[src/rtl/reg_hazard_decode_stage.sv]
// Thumb-16 decode stage: register field extraction, RAW/WAW scoreboard and a one-entry output register.
// Optional macro REG_HAZARD_WB_BYPASS_EN lets a same-cycle writeback clear a hazard.
module reg_hazard_decode_stage #(
   parameter int ADDR_WIDTH = 4,
   parameter int NUM_REGS   = 16,
   parameter int PC_REG_NUM = 15,
   parameter int LR_REG_NUM = 14
) (
   input  logic                  clk_i,
   input  logic                  rst_i,
   input  logic                  in_valid_i,
   output logic                  in_ready_o,
   input  logic [15:0]           instr_i,
   output logic                  out_valid_o,
   input  logic                  out_ready_i,
   output logic [15:0]           instr_o,
   output logic [ADDR_WIDTH-1:0] rs1_addr_o,
   output logic [ADDR_WIDTH-1:0] rs2_addr_o,
   output logic [ADDR_WIDTH-1:0] rd_addr_o,
   output logic                  rs1_valid_o,
   output logic                  rs2_valid_o,
   output logic                  rd_valid_o,
   input  logic                  wb_valid_i,
   input  logic [ADDR_WIDTH-1:0] wb_addr_i,
   input  logic                  flush_i,
   output logic [NUM_REGS-1:0]   pending_o
);

   localparam logic [ADDR_WIDTH-1:0] PC_ADDR = ADDR_WIDTH'(PC_REG_NUM);
   localparam logic [ADDR_WIDTH-1:0] LR_ADDR = ADDR_WIDTH'(LR_REG_NUM);
   localparam logic [ADDR_WIDTH-1:0] ZERO_A  = {ADDR_WIDTH{1'b0}};

   logic                  rs1_v_s, rs2_v_s, rd_v_s;
   logic [ADDR_WIDTH-1:0] rs1_s, rs2_s, rd_s;
   logic [ADDR_WIDTH-1:0] rdn_s, rm_s;
   logic [NUM_REGS-1:0]   pending_q, pending_d, pend_eff_s;
   logic                  hazard_s, accept_s;

   assign rdn_s = ADDR_WIDTH'({instr_i[7], instr_i[2:0]});
   assign rm_s  = ADDR_WIDTH'(instr_i[6:3]);

   // Register field decode of the presented instruction
   always_comb begin
      rs1_v_s = 1'b0; rs2_v_s = 1'b0; rd_v_s = 1'b0;
      rs1_s = ZERO_A; rs2_s = ZERO_A; rd_s = ZERO_A;
      if (instr_i[15:13] == 3'b000 && instr_i[12:11] != 2'b11) begin
         rs1_v_s = 1'b1; rs1_s = ADDR_WIDTH'(instr_i[5:3]);
         rd_v_s  = 1'b1; rd_s  = ADDR_WIDTH'(instr_i[2:0]);
      end else if (instr_i[15:11] == 5'b00011) begin
         rs1_v_s = 1'b1; rs1_s = ADDR_WIDTH'(instr_i[5:3]);
         rd_v_s  = 1'b1; rd_s  = ADDR_WIDTH'(instr_i[2:0]);
         if (!instr_i[10]) begin
            rs2_v_s = 1'b1; rs2_s = ADDR_WIDTH'(instr_i[8:6]);
         end else begin
            rs2_v_s = 1'b0;
         end
      end else if (instr_i[15:13] == 3'b001) begin
         case (instr_i[12:11])
            2'b00:   begin rd_v_s = 1'b1; rd_s = ADDR_WIDTH'(instr_i[10:8]); end
            2'b01:   begin rs1_v_s = 1'b1; rs1_s = ADDR_WIDTH'(instr_i[10:8]); end
            default: begin
               rs1_v_s = 1'b1; rs1_s = ADDR_WIDTH'(instr_i[10:8]);
               rd_v_s  = 1'b1; rd_s  = ADDR_WIDTH'(instr_i[10:8]);
            end
         endcase
      end else if (instr_i[15:10] == 6'b010000) begin
         rs1_v_s = 1'b1; rs1_s = ADDR_WIDTH'(instr_i[2:0]);
         rs2_v_s = 1'b1; rs2_s = ADDR_WIDTH'(instr_i[5:3]);
         // TST/CMP/CMN only set flags
         if (instr_i[9:6] == 4'b1000 || instr_i[9:6] == 4'b1010 || instr_i[9:6] == 4'b1011) begin
            rd_v_s = 1'b0;
         end else begin
            rd_v_s = 1'b1; rd_s = ADDR_WIDTH'(instr_i[2:0]);
         end
      end else if (instr_i[15:10] == 6'b010001) begin
         case (instr_i[9:8])
            2'b00: begin
               rs1_v_s = 1'b1; rs1_s = rdn_s;
               rs2_v_s = 1'b1; rs2_s = rm_s;
               rd_v_s  = 1'b1; rd_s  = rdn_s;
            end
            2'b01: begin
               rs1_v_s = 1'b1; rs1_s = rdn_s;
               rs2_v_s = 1'b1; rs2_s = rm_s;
            end
            2'b10: begin
               rs2_v_s = 1'b1; rs2_s = rm_s;
               rd_v_s  = 1'b1; rd_s  = rdn_s;
            end
            default: begin
               rs1_v_s = 1'b1; rs1_s = rm_s;
               if (instr_i[7]) begin
                  rd_v_s = 1'b1; rd_s = LR_ADDR;
               end else begin
                  rd_v_s = 1'b0;
               end
            end
         endcase
      end else if (instr_i[15:11] == 5'b01001) begin
         rs1_v_s = 1'b1; rs1_s = PC_ADDR;
         rd_v_s  = 1'b1; rd_s  = ADDR_WIDTH'(instr_i[10:8]);
      end else if (instr_i[15:12] == 4'b0110) begin
         rs1_v_s = 1'b1; rs1_s = ADDR_WIDTH'(instr_i[5:3]);
         if (instr_i[11]) begin
            rd_v_s = 1'b1; rd_s = ADDR_WIDTH'(instr_i[2:0]);
         end else begin
            rs2_v_s = 1'b1; rs2_s = ADDR_WIDTH'(instr_i[2:0]);
         end
      end else begin
         rs1_v_s = 1'b0;
      end
   end

`ifdef REG_HAZARD_WB_BYPASS_EN
   assign pend_eff_s = pending_q & ~(wb_valid_i ? (NUM_REGS'(1'b1) << wb_addr_i) : {NUM_REGS{1'b0}});
`else
   assign pend_eff_s = pending_q;
`endif

   assign hazard_s = in_valid_i &
                     ((rs1_v_s & pend_eff_s[rs1_s] & (rs1_s != PC_ADDR)) |
                      (rs2_v_s & pend_eff_s[rs2_s] & (rs2_s != PC_ADDR)) |
                      (rd_v_s  & pend_eff_s[rd_s]));
   assign in_ready_o = (~out_valid_o | out_ready_i) & ~hazard_s & ~flush_i;
   assign accept_s   = in_valid_i & in_ready_o;

   // Scoreboard next state: clears first so a same-cycle set wins
   always_comb begin
      pending_d = pending_q;
      if (wb_valid_i) begin
         pending_d[wb_addr_i] = 1'b0;
      end else begin
         pending_d = pending_d;
      end
      if (flush_i && out_valid_o && rd_valid_o) begin
         pending_d[rd_addr_o] = 1'b0;
      end else begin
         pending_d = pending_d;
      end
      if (accept_s && rd_v_s && rd_s != PC_ADDR) begin
         pending_d[rd_s] = 1'b1;
      end else begin
         pending_d = pending_d;
      end
   end

   // Scoreboard and output entry registers
   always_ff @(posedge clk_i) begin
      if (rst_i) begin
         pending_q   <= {NUM_REGS{1'b0}};
         out_valid_o <= 1'b0;
         instr_o     <= 16'h0000;
         rs1_addr_o  <= ZERO_A;
         rs2_addr_o  <= ZERO_A;
         rd_addr_o   <= ZERO_A;
         rs1_valid_o <= 1'b0;
         rs2_valid_o <= 1'b0;
         rd_valid_o  <= 1'b0;
      end else begin
         pending_q <= pending_d;
         if (flush_i) begin
            out_valid_o <= 1'b0;
         end else if (accept_s) begin
            out_valid_o <= 1'b1;
            instr_o     <= instr_i;
            rs1_addr_o  <= rs1_s;
            rs2_addr_o  <= rs2_s;
            rd_addr_o   <= rd_s;
            rs1_valid_o <= rs1_v_s;
            rs2_valid_o <= rs2_v_s;
            rd_valid_o  <= rd_v_s;
         end else if (out_ready_i) begin
            out_valid_o <= 1'b0;
         end
      end
   end

   assign pending_o = pending_q;

endmodule
[config.mk]
export PLATFORM = sky130hd
export DESIGN_NAME = reg_hazard_decode_stage
export DESIGN_NICKNAME = d
export VERILOG_FILES = /design/src/rtl/reg_hazard_decode_stage.sv
export SDC_FILE = /design/constraint.sdc
export NUM_CORES = 1
export LEC_CHECK = 0
export CAP_MARGIN = 20
export CORE_MARGIN = 2
export CORE_UTILIZATION = 45
export CTS_BUF_LIST = sky130_fd_sc_hd__clkbuf_4 sky130_fd_sc_hd__clkbuf_8 sky130_fd_sc_hd__clkbuf_16
export DETAILED_ROUTE_END_ITERATION = 7
export GPL_ROUTABILITY_DRIVEN = 0
export PLACE_DENSITY_LB_ADDON = 0.2
export SLEW_MARGIN = 10
export SYNTH_ARGS = -nofsm -noshare
export SYNTH_HDL_FRONTEND = slang
export SYNTH_SLANG_ARGS = --single-unit
[constraint.sdc]
create_clock -name clk_i -period 3.89 [get_ports clk_i]
set_clock_uncertainty 0.1 [all_clocks]
set_input_delay 0.389 -clock clk_i [delete_from_list [all_inputs] [get_ports clk_i]]
set_output_delay 0.389 -clock clk_i [all_outputs]
set_load 0.02 [all_outputs]
======== Word level (Yosys, flattened, before mapping) ========
Cells that the tools add are included.
word-level totals
  register bits ........................... 48
  latch bits .............................. 0
  bits in writable memories ............... 0
  memory bits (read-only) ................. 0
  bits of input ports ..................... 26
  logic and storage cells ................. 151
  memories kept ........................... 0
cells by class
  $add $sub $neg .......................... 0
  $mul .................................... 0
  divide/modulo/power cells ............... 0
  magnitude comparators ................... 8
  equality and inequality tests ........... 16
  shifts and indexed selects .............. 0
  mux-type cells .......................... 79
  bitwise gates (word level) .............. 20
  reduce and logical (&&, ||, !) cells .... 19
operators by type and width
  operator                                                                       number
  4-bit two-way mux                                                              18
  16-bit two-way mux                                                             3
  1-bit two-way mux                                                              38
  3-bit two-way mux                                                              11
  16-bit bitwise AND                                                             2
  16-bit NOT                                                                     2
  4-bit by 5-bit less-than comparator with 1-bit output (second input constant)  5
  16-bit bitwise OR                                                              1
  4-bit one-hot mux with 2 select lines                                          2
  1-bit binary-select mux with 4-bit select                                      3
  1-bit demux with 4-bit select                                                  3
  4-bit == test (second input constant)                                          3
  6-bit by 5-bit == test with 1-bit output (second input constant)               2
  4-bit by 1-bit >= comparator with 1-bit output (second input constant)         3
  4-bit inequality test (second input constant)                                  3
  1-bit bitwise AND                                                              9
  1-bit logical AND                                                              8
  2-bit OR reduction                                                             3
  5-bit by 2-bit == test with 1-bit output (second input constant)               1
  5-bit by 4-bit == test with 1-bit output (second input constant)               1
  2-bit by 1-bit == test with 1-bit output (second input constant)               2
  4-bit by 3-bit == test with 1-bit output (second input constant)               1
  2-bit zero test                                                                2
  3-bit by 1-bit == test with 1-bit output (second input constant)               1
  other kinds (10)                                                               15

======== Logic depth before layout (Yosys ltp) ========
Gate-level depths: netlist of the first run.
  word-level depth ........................ 22
  gate-level depth with buffers ........... 14

======== Worst setup path before layout of the first run ========
Ideal clock, no wire load.
  kind .................................... input-to-output
  start ................................... in instr_i[15]
  end ..................................... out in_ready_o
  arrival time ............................ 2.904 ns
  data required time ...................... 3.401 ns
  setup slack ............................. 0.497 ns
  stages on the path ...................... 10
  path buffers ............................ 1
  path through ............................ buf_6 -> or4b_4 -> a2111o_1 -> o21a_1 -> nand2_1 -> mux2_2 -> nor3_1 -> o311ai_4 -> o31ai_1 -> and2_1
between the ends
  word-level cells in the longest chain between the ends .. 18
  elaborated cells between the ends (all ways) .. 69
  classes of those cells .................. 8 x eq/ne; 48 x mux; 11 x bitwise; 2 x reduce/logical
ends and longest elaborated chain
  element                                                              RTL line  source
  start: declaration                                                   13        input logic [15:0] instr_i,
  4-bit by 3-bit == test with 1-bit output                             102       end else if (instr_i[15:12] == 4'b0110) begin
  3-bit two-way mux                                                    102
  4-bit two-way mux or 3-bit two-way mux (tied branches)               99        end else if (instr_i[15:11] == 5'b01001) begin
  4-bit two-way mux                                                    75        end else if (instr_i[15:10] == 6'b010001) begin
  4-bit two-way mux                                                    66        end else if (instr_i[15:10] == 6'b010000) begin
  4-bit two-way mux                                                    57        end else if (instr_i[15:13] == 3'b001) begin
  4-bit two-way mux                                                    49        end else if (instr_i[15:11] == 5'b00011) begin
  4-bit two-way mux                                                    46        if (instr_i[15:13] == 3'b000 && instr_i[12:11] != 2'b11) begin
  1-bit binary-select mux with 4-bit select, on equally long branches  121, 122
  1-bit two-way mux, on equally long branches                          121, 122
  1-bit bitwise AND, on equally long branches (2 in a row)             121, 122
  1-bit bitwise OR                                                     121       ((rs1_v_s & pend_eff_s[rs1_s] & (rs1_s != PC_ADDR)) |
  1-bit bitwise OR *                                                   122       (rs2_v_s & pend_eff_s[rs2_s] & (rs2_s != PC_ADDR)) |
  1-bit bitwise AND *                                                  120       assign hazard_s = in_valid_i &
  1-bit NOT *                                                          124       assign in_ready_o = (~out_valid_o | out_ready_i) & ~hazard_s & ~flush_i;
  1-bit bitwise AND * (2 in a row)                                     124
  end: declaration                                                     12        output logic in_ready_o,
Mark *: on every way between the ends. The rest lies on a longest branch, timed or not. The select of a mux whose other input is x is not followed.

======== Final worst setup path of the first run ========
Ends and elaborated chain as after synthesis.

==> results_dict.tcl, run 1 <==
set metrics [dict create \
    status "finished clean" \
    die_h_um 93.02 \
    reg2reg_to "rs1_addr_o[0]" \
    die-area_um2 8653 \
    cts_buffer_depth 2 \
    reg2reg_depth 8 \
    drt-pass1-iter-count 5 \
    clkTransAtPathRegs_ps 80 \
    wirelength_um 12110 \
    core.rowCount 32 \
    min_from "instr_o[5]" \
    syn2layout_area_growth_pct 40.21 \
    port_buffers 74 \
    fillers 691 \
    powerDensity_nw_per_um2 249.8 \
    wl_per_cell_um 18.21 \
    grt_max_degree 38 \
    drive_gt1_share_pct 24.16 \
    p_int_mw 0.8709 \
    syn_nets 462 \
    p_switching_mw 0.3779 \
    cts_tree "built" \
    hold_viol 0 \
    cp.arrival_ps 3260 \
    power.share.clock_pct 28.3 \
    rsz0062_at_grt "false" \
    clkLatencyLatePin_ps 300 \
    setup_viol 0 \
    fmax_mhz 266.5 \
    instances_no_fill 665 \
    grt_pass1_vias 3821 \
    path_max_fanout 5 \
    synth_flop_cell "dfxtp_1" \
    ys_seq_area_share_pct 26.95 \
    pwr-share-seq_pct 42.2 \
    worstSetupEndpointType "output port" \
    grt_pass1_wl_um 19590 \
    root_buffer "clkbuf_8" \
    cts_sinks 48 \
    fin_nets 588 \
    path_class "input pin to output port" \
    yosys-top-cells-area "dfxtp_1 27%, a21oi_1 5.5%, mux2i_1 5.1%, nand3_1 4.9%, o21ai_0 4.5%" \
    h-tree-depth 2 \
    gr-total-overflow 0 \
    hold_class "flop to flop" \
    synth.largest_area_cell "dfxtp_1" \
    num_vias 4034 \
    r2r-start "pending_o[13]" \
    cts_buffers 5 \
    synth.avg_cell_area_um2 8.179 \
    drtIter0Drc 300 \
    comb_power_share_pct 29.5 \
    final-max-slew-violation-count 0 \
    grt_antenna_before_repair 0 \
    final_antenna_net_count 0 \
    ys_ff_latch 48 \
    ir_worst_vdd_uv 151.8 \
    maxCapViolCount 0 \
    fin_area_um2 5000 \
    die_x_um 93.02 \
    worst_pin_slew_ps 728.6 \
    hold_end "instr_o[5]" \
    tns_ps 0 \
    yosysWarnings 0 \
    postSynthCellCount 436 \
    synth_area_um2 3566 \
    place_area_um2 4842 \
    period_share_pct 96.46 \
    reg2reg_slack_ps 1620 \
    async_flop_share_pct 0 \
    leakage_nw 1.802 \
    p_sw_share_pct 30.26 \
    ios 75 \
    yosysMostFrequentCell "dfxtp_1" \
    netlist.area_leader.share_pct 26.95 \
    antennaDiodeCount 0 \
    start_kind "input pin" \
    drc 0 \
    via_per_inst 6.066 \
    synth_commonest_cells "48 x dfxtp_1, 39 x a21oi_1, 35 x nand3_1" \
    holdWs_ps 377.4 \
    track_usage_pct 28.26 \
    place_hpwl_um 9433 \
    synth_cell_types 69 \
    cts_setup_buffers 0 \
    initial_core_util_pct 46.39 \
    fin_crit_ps 3752 \
    slew_headroom_pct 51.13 \
    whs_path_depth 2 \
    synth_edf_count 0 \
    core-area_um2 7687 \
    cp.required_ps 3400 \
    dp.cells 657 \
    power_mw 1.249 \
]
==> final cells by class <==
class                   instances  area, µm²  share of cell area, %
clock buffers                   5      68.82                  1.376
clock inverters                 3      42.54                 0.8509
inverters                       9      33.78                 0.6757
multi-input cells             342       2385                  47.70
flip-flops and latches         48      960.9                  19.22
well taps                     102      127.6                  2.553
repair buffers                156       1381                  27.63
==> state kept, by name, indices dropped and copies added, names as in the netlist <==
name         count
rs1_valid_o      1
rs2_addr_o       4
rs2_valid_o      1
rs1_addr_o       4
rd_addr_o        4
out_valid_o      1
pending_o       16
rd_valid_o       1
instr_o         16
==> through the flow <==
step	setup slack (ps)	util (%)
after floorplan	497.3	-
after global placement	-358.0	62.99
after detailed placement	-376.8	62.99
after CTS	1.152	64.71
after global routing	9.663	65.04
final	137.8	65.04
==> worst max-delay path, cell delays in order <==
cell	delay (ps)
clkdlybuf4s50_1	430
or4b_4	580
a2111o_1	380
o21a_1	130
and3_1	190
a211o_1	280
a21oi_2	200
o311ai_4	130
o31ai_1	190
and2_1	170
clkbuf_4	180
==> metal layers <==
layer / GRT usage [%] / share of wire (%)
met5: 0 / 0
met4: 9.436 / 2.6
met3: 5.077 / 6.4
met2: 47.71 / 48
met1: 36.41 / 43
==> cell families after synthesis <==
group,count (synthesis),share of synthesized area [%]
AO/OA/AOI/OAI,162,34.07
AND/OR/NAND/NOR,157,25.23
multiplexers,23,6.631
buffers and inverters,46,7.123
flip-flops,48,26.95
==> what timing repair did <==
item,CTS,global route
gates resized for setup,7,10
pin swaps,2,2
hold buffers,0,0
endpoints found under the setup margin,1,23
==> power by group through the flow <==
stage	Sequential (mW)	Clock (mW)	Combinational, mW
3_5_place_dp	0.538	0	0.359
6_report	0.527	0.353	0.369
2_1_floorplan	0.557	0	0.177
3_3_place_gp	0.537	0	0.353
5_1_grt	0.530	0.381	0.393
4_1_cts	0.526	0.360	0.362
==> cell usage in the layout (no fill, tap or decap), types with 5 or more instances in the layout <==
| cell | count |
|---|---|
| nor2_1 | 15 |
| and3_1 | 5 |
| buf_4 | 79 |
| nand2b_1 | 17 |
| clkbuf_8 | 5 |
| or3_1 | 5 |
| nand2_1 | 25 |
| a21oi_1 | 39 |
| o21ai_0 | 32 |
| o31ai_1 | 14 |
| nor2b_1 | 15 |
| inv_1 | 9 |
| clkdlybuf4s50_1 | 70 |
| mux2i_1 | 18 |
| a211oi_1 | 11 |
| o2111ai_1 | 11 |
| or2_2 | 11 |
| nand3_1 | 35 |
| dfxtp_1 | 48 |
==> worst max path at each step <==
stage                start         end
6_report       instr_i[15]  in_ready_o
5_1_grt        instr_i[15]  in_ready_o
4_1_cts        instr_i[12]  in_ready_o
3_5_place_dp   instr_i[14]  in_ready_o
3_3_place_gp   instr_i[14]  in_ready_o
2_1_floorplan  instr_i[15]  in_ready_o
(Power assumes the default switching activity.)
==> run 2, diff against run 1 <==
--- a/config.mk
+++ b/config.mk
@@ -5,6 +5,7 @@
 export SDC_FILE = /design/constraint.sdc
 export NUM_CORES = 1
 export LEC_CHECK = 0
+export ABC_CLOCK_PERIOD_IN_PS = 3900
 export CAP_MARGIN = 20
 export CORE_MARGIN = 2
 export CORE_UTILIZATION = 45
@@ -16,3 +17,4 @@
 export SYNTH_ARGS = -nofsm -noshare
 export SYNTH_HDL_FRONTEND = slang
 export SYNTH_SLANG_ARGS = --single-unit
+export TNS_END_PERCENT = 20
==> constraint.sdc (replaced) <==
create_clock -name clk_i -period 3.9 [get_ports clk_i]
set_clock_uncertainty 0.1 [all_clocks]
set_input_delay 0.39 -clock clk_i [delete_from_list [all_inputs] [get_ports clk_i]]
set_output_delay 0.39 -clock clk_i [all_outputs]
set_load 0.02 [all_outputs]
==> results_dict.tcl, run 2 (same netlist as run 1, synthesis figures left out) <==
set metrics [dict create \
    slew_headroom_pct 47.97 \
    ir_worst_vdd_uv 145.7 \
    die_h_um 93.02 \
    root_buffer "clkbuf_8" \
    die-area_um2 8653 \
    initial_core_util_pct 46.39 \
    comb_power_share_pct 29.3 \
    cp.arrival_ps 3270 \
    wl_per_cell_um 18.19 \
    final_cell_mix "81 x buf_4, 70 x clkdlybuf4s50_1, 48 x dfxtp_1" \
    grt_pass1_wl_um 19190 \
    drt-pass1-iter-count 5 \
    cp.required_ps 3410 \
    hold_viol 0 \
    worstSetupEndpointType "output port" \
    cp_top_family "compound AO/OA/AOI/OAI gates" \
    cts_buffers 5 \
    grt_pass1_vias 3811 \
    num_vias 4054 \
    crit_chain "clkdlybuf4s50_1 -> or4b_4 -> a2111o_1 -> o21a_1 -> and3_1 -> a211o_1 -> a21oi_2 -> o311ai_4 -> o31ai_1 -> and2_1 -> buf_4" \
    powerDensity_nw_per_um2 250.3 \
    path_class "input pin to output port" \
    core-area_um2 7687 \
    via_per_inst 6.096 \
    tns_ps 0 \
    gr-total-overflow 0 \
    clkTransAtPathRegs_ps 90 \
    drive_gt1_share_pct 24.51 \
    maxCapViolCount 0 \
    fin_crit_ps 3763 \
    power.share.clock_pct 28.6 \
    antennaDiodeCount 0 \
    r2r-start "pending_o[4]" \
    fillers 676 \
    drc 0 \
    start_kind "input pin" \
    final_antenna_net_count 0 \
    path_max_fanout 5 \
    grt_antenna_before_repair 0 \
    port_buffers 74 \
    rsz0062_at_grt "false" \
    power_mw 1.249 \
    hold_class "flop to flop" \
    cts_buffer_depth 2 \
    pwr-share-seq_pct 42.1 \
    drtIter0Drc 310 \
    slowest_stage "or4b_4" \
    reg2reg_depth 8 \
    p_switching_mw 0.3809 \
    cts_sinks 48 \
    slowest_delay_ps 550 \
    place_hpwl_um 9424 \
    h-tree-depth 2 \
    ios 75 \
    min_from "instr_o[11]" \
    worst_pin_slew_ps 775.8 \
    wirelength_um 12090 \
    clkLatencyLatePin_ps 300 \
    syn2layout_area_growth_pct 39.89 \
    path_buf_inv 2 \
    reg2reg_to "rs1_addr_o[0]" \
    fmax_mhz 265.8 \
    p_sw_share_pct 30.50 \
    fin_nets 588 \
    grt_max_degree 38 \
    multi_input_area_um2 2381 \
    track_usage_pct 27.81 \
    period_share_pct 96.48 \
    status "finished clean" \
    layout_commonest_cell "buf_4" \
    setup_viol 0 \
    cts_tree "built" \
    core.rowCount 32 \
    seq_area_um2 960.9 \
    die_x_um 93.02 \
    whs_path_depth 2 \
    postCtsHoldBufs 0 \
    hold_end "instr_o[11]" \
    reg2reg_slack_ps 1570 \
    leakage_nw 1.788 \
    final-max-slew-violation-count 0 \
    p_int_mw 0.8679 \
]
run 2: cell type report:
cell class | count | area share (%)
flip-flops and latches | 48 | 19.26
inverters | 9 | 0.6772
repair buffers | 156 | 27.54
multi-input cells | 342 | 47.73
well taps | 102 | 2.558
clock buffers | 5 | 1.379
clock inverters | 3 | 0.8528
run 2: how the worst max path moves through the flow:
stage	from	endpoint	slack [ps]	depth (start not counted)
2_1_floorplan	instr_i[15]	in_ready_o	510	10
3_3_place_gp	instr_i[14]	in_ready_o	-350	13
3_5_place_dp	instr_i[12]	in_ready_o	-380	11
4_1_cts	instr_i[14]	in_ready_o	100	12
5_1_grt	instr_i[15]	rs2_addr_o[1]	40	14
6_report	instr_i[15]	in_ready_o	140	11
run 2: layer usage:
metal  share of wire [%]  wire length (µm)  GRT usage (%)
met1                  42              5020          34.95
met3                 7.8               939          3.868
met2                  48              5792          48.97
met4                 2.8               343          9.069
met5                   0                 0              0
run 2: repair_timing:
action | 4_1_cts | 5_1_grt
pin swaps | 1 | 4
gates cloned | 0 | 0
endpoints found under the hold margin | 0 | 0
gates resized for setup | 7 | 9
setup endpoints to repair | 1 | 5
setup buffers | 0 | 1
run 2: worst reg2reg max path: stages (launching register included):
cell,delay (ps)
dfxtp_1,490
mux2i_1,130
mux2i_1,170
nor2_1,60
or3_2,500
o311ai_4,100
buf_4,300
nor2_2,150
a211oi_1,260
run 2: power by group through the flow:
| stage | clock network, mW | logic [mW] | registers (mW) |
|---|---|---|---|
| final | 0.357 | 0.366 | 0.525 |
| after global placement | 0 | 0.351 | 0.536 |
| after global routing | 0.383 | 0.390 | 0.528 |
| after floorplan | 0 | 0.177 | 0.556 |
| after CTS | 0.362 | 0.359 | 0.525 |
| after detailed placement | 0 | 0.358 | 0.537 |
run 2: metrics by stage:
stage	hold WS, ps	cells	setup slack (ps)	util [%]	cell area [µm²]
after floorplan	363.0	436	505.3	-	3566
after global placement	364.0	656	-353.6	62.89	4835
after detailed placement	370.1	656	-381.5	62.89	4835
after CTS	382.7	664	102.0	64.44	4954
after global routing	410.3	665	36.13	64.89	4989
final	382.1	665	137.3	64.89	4989
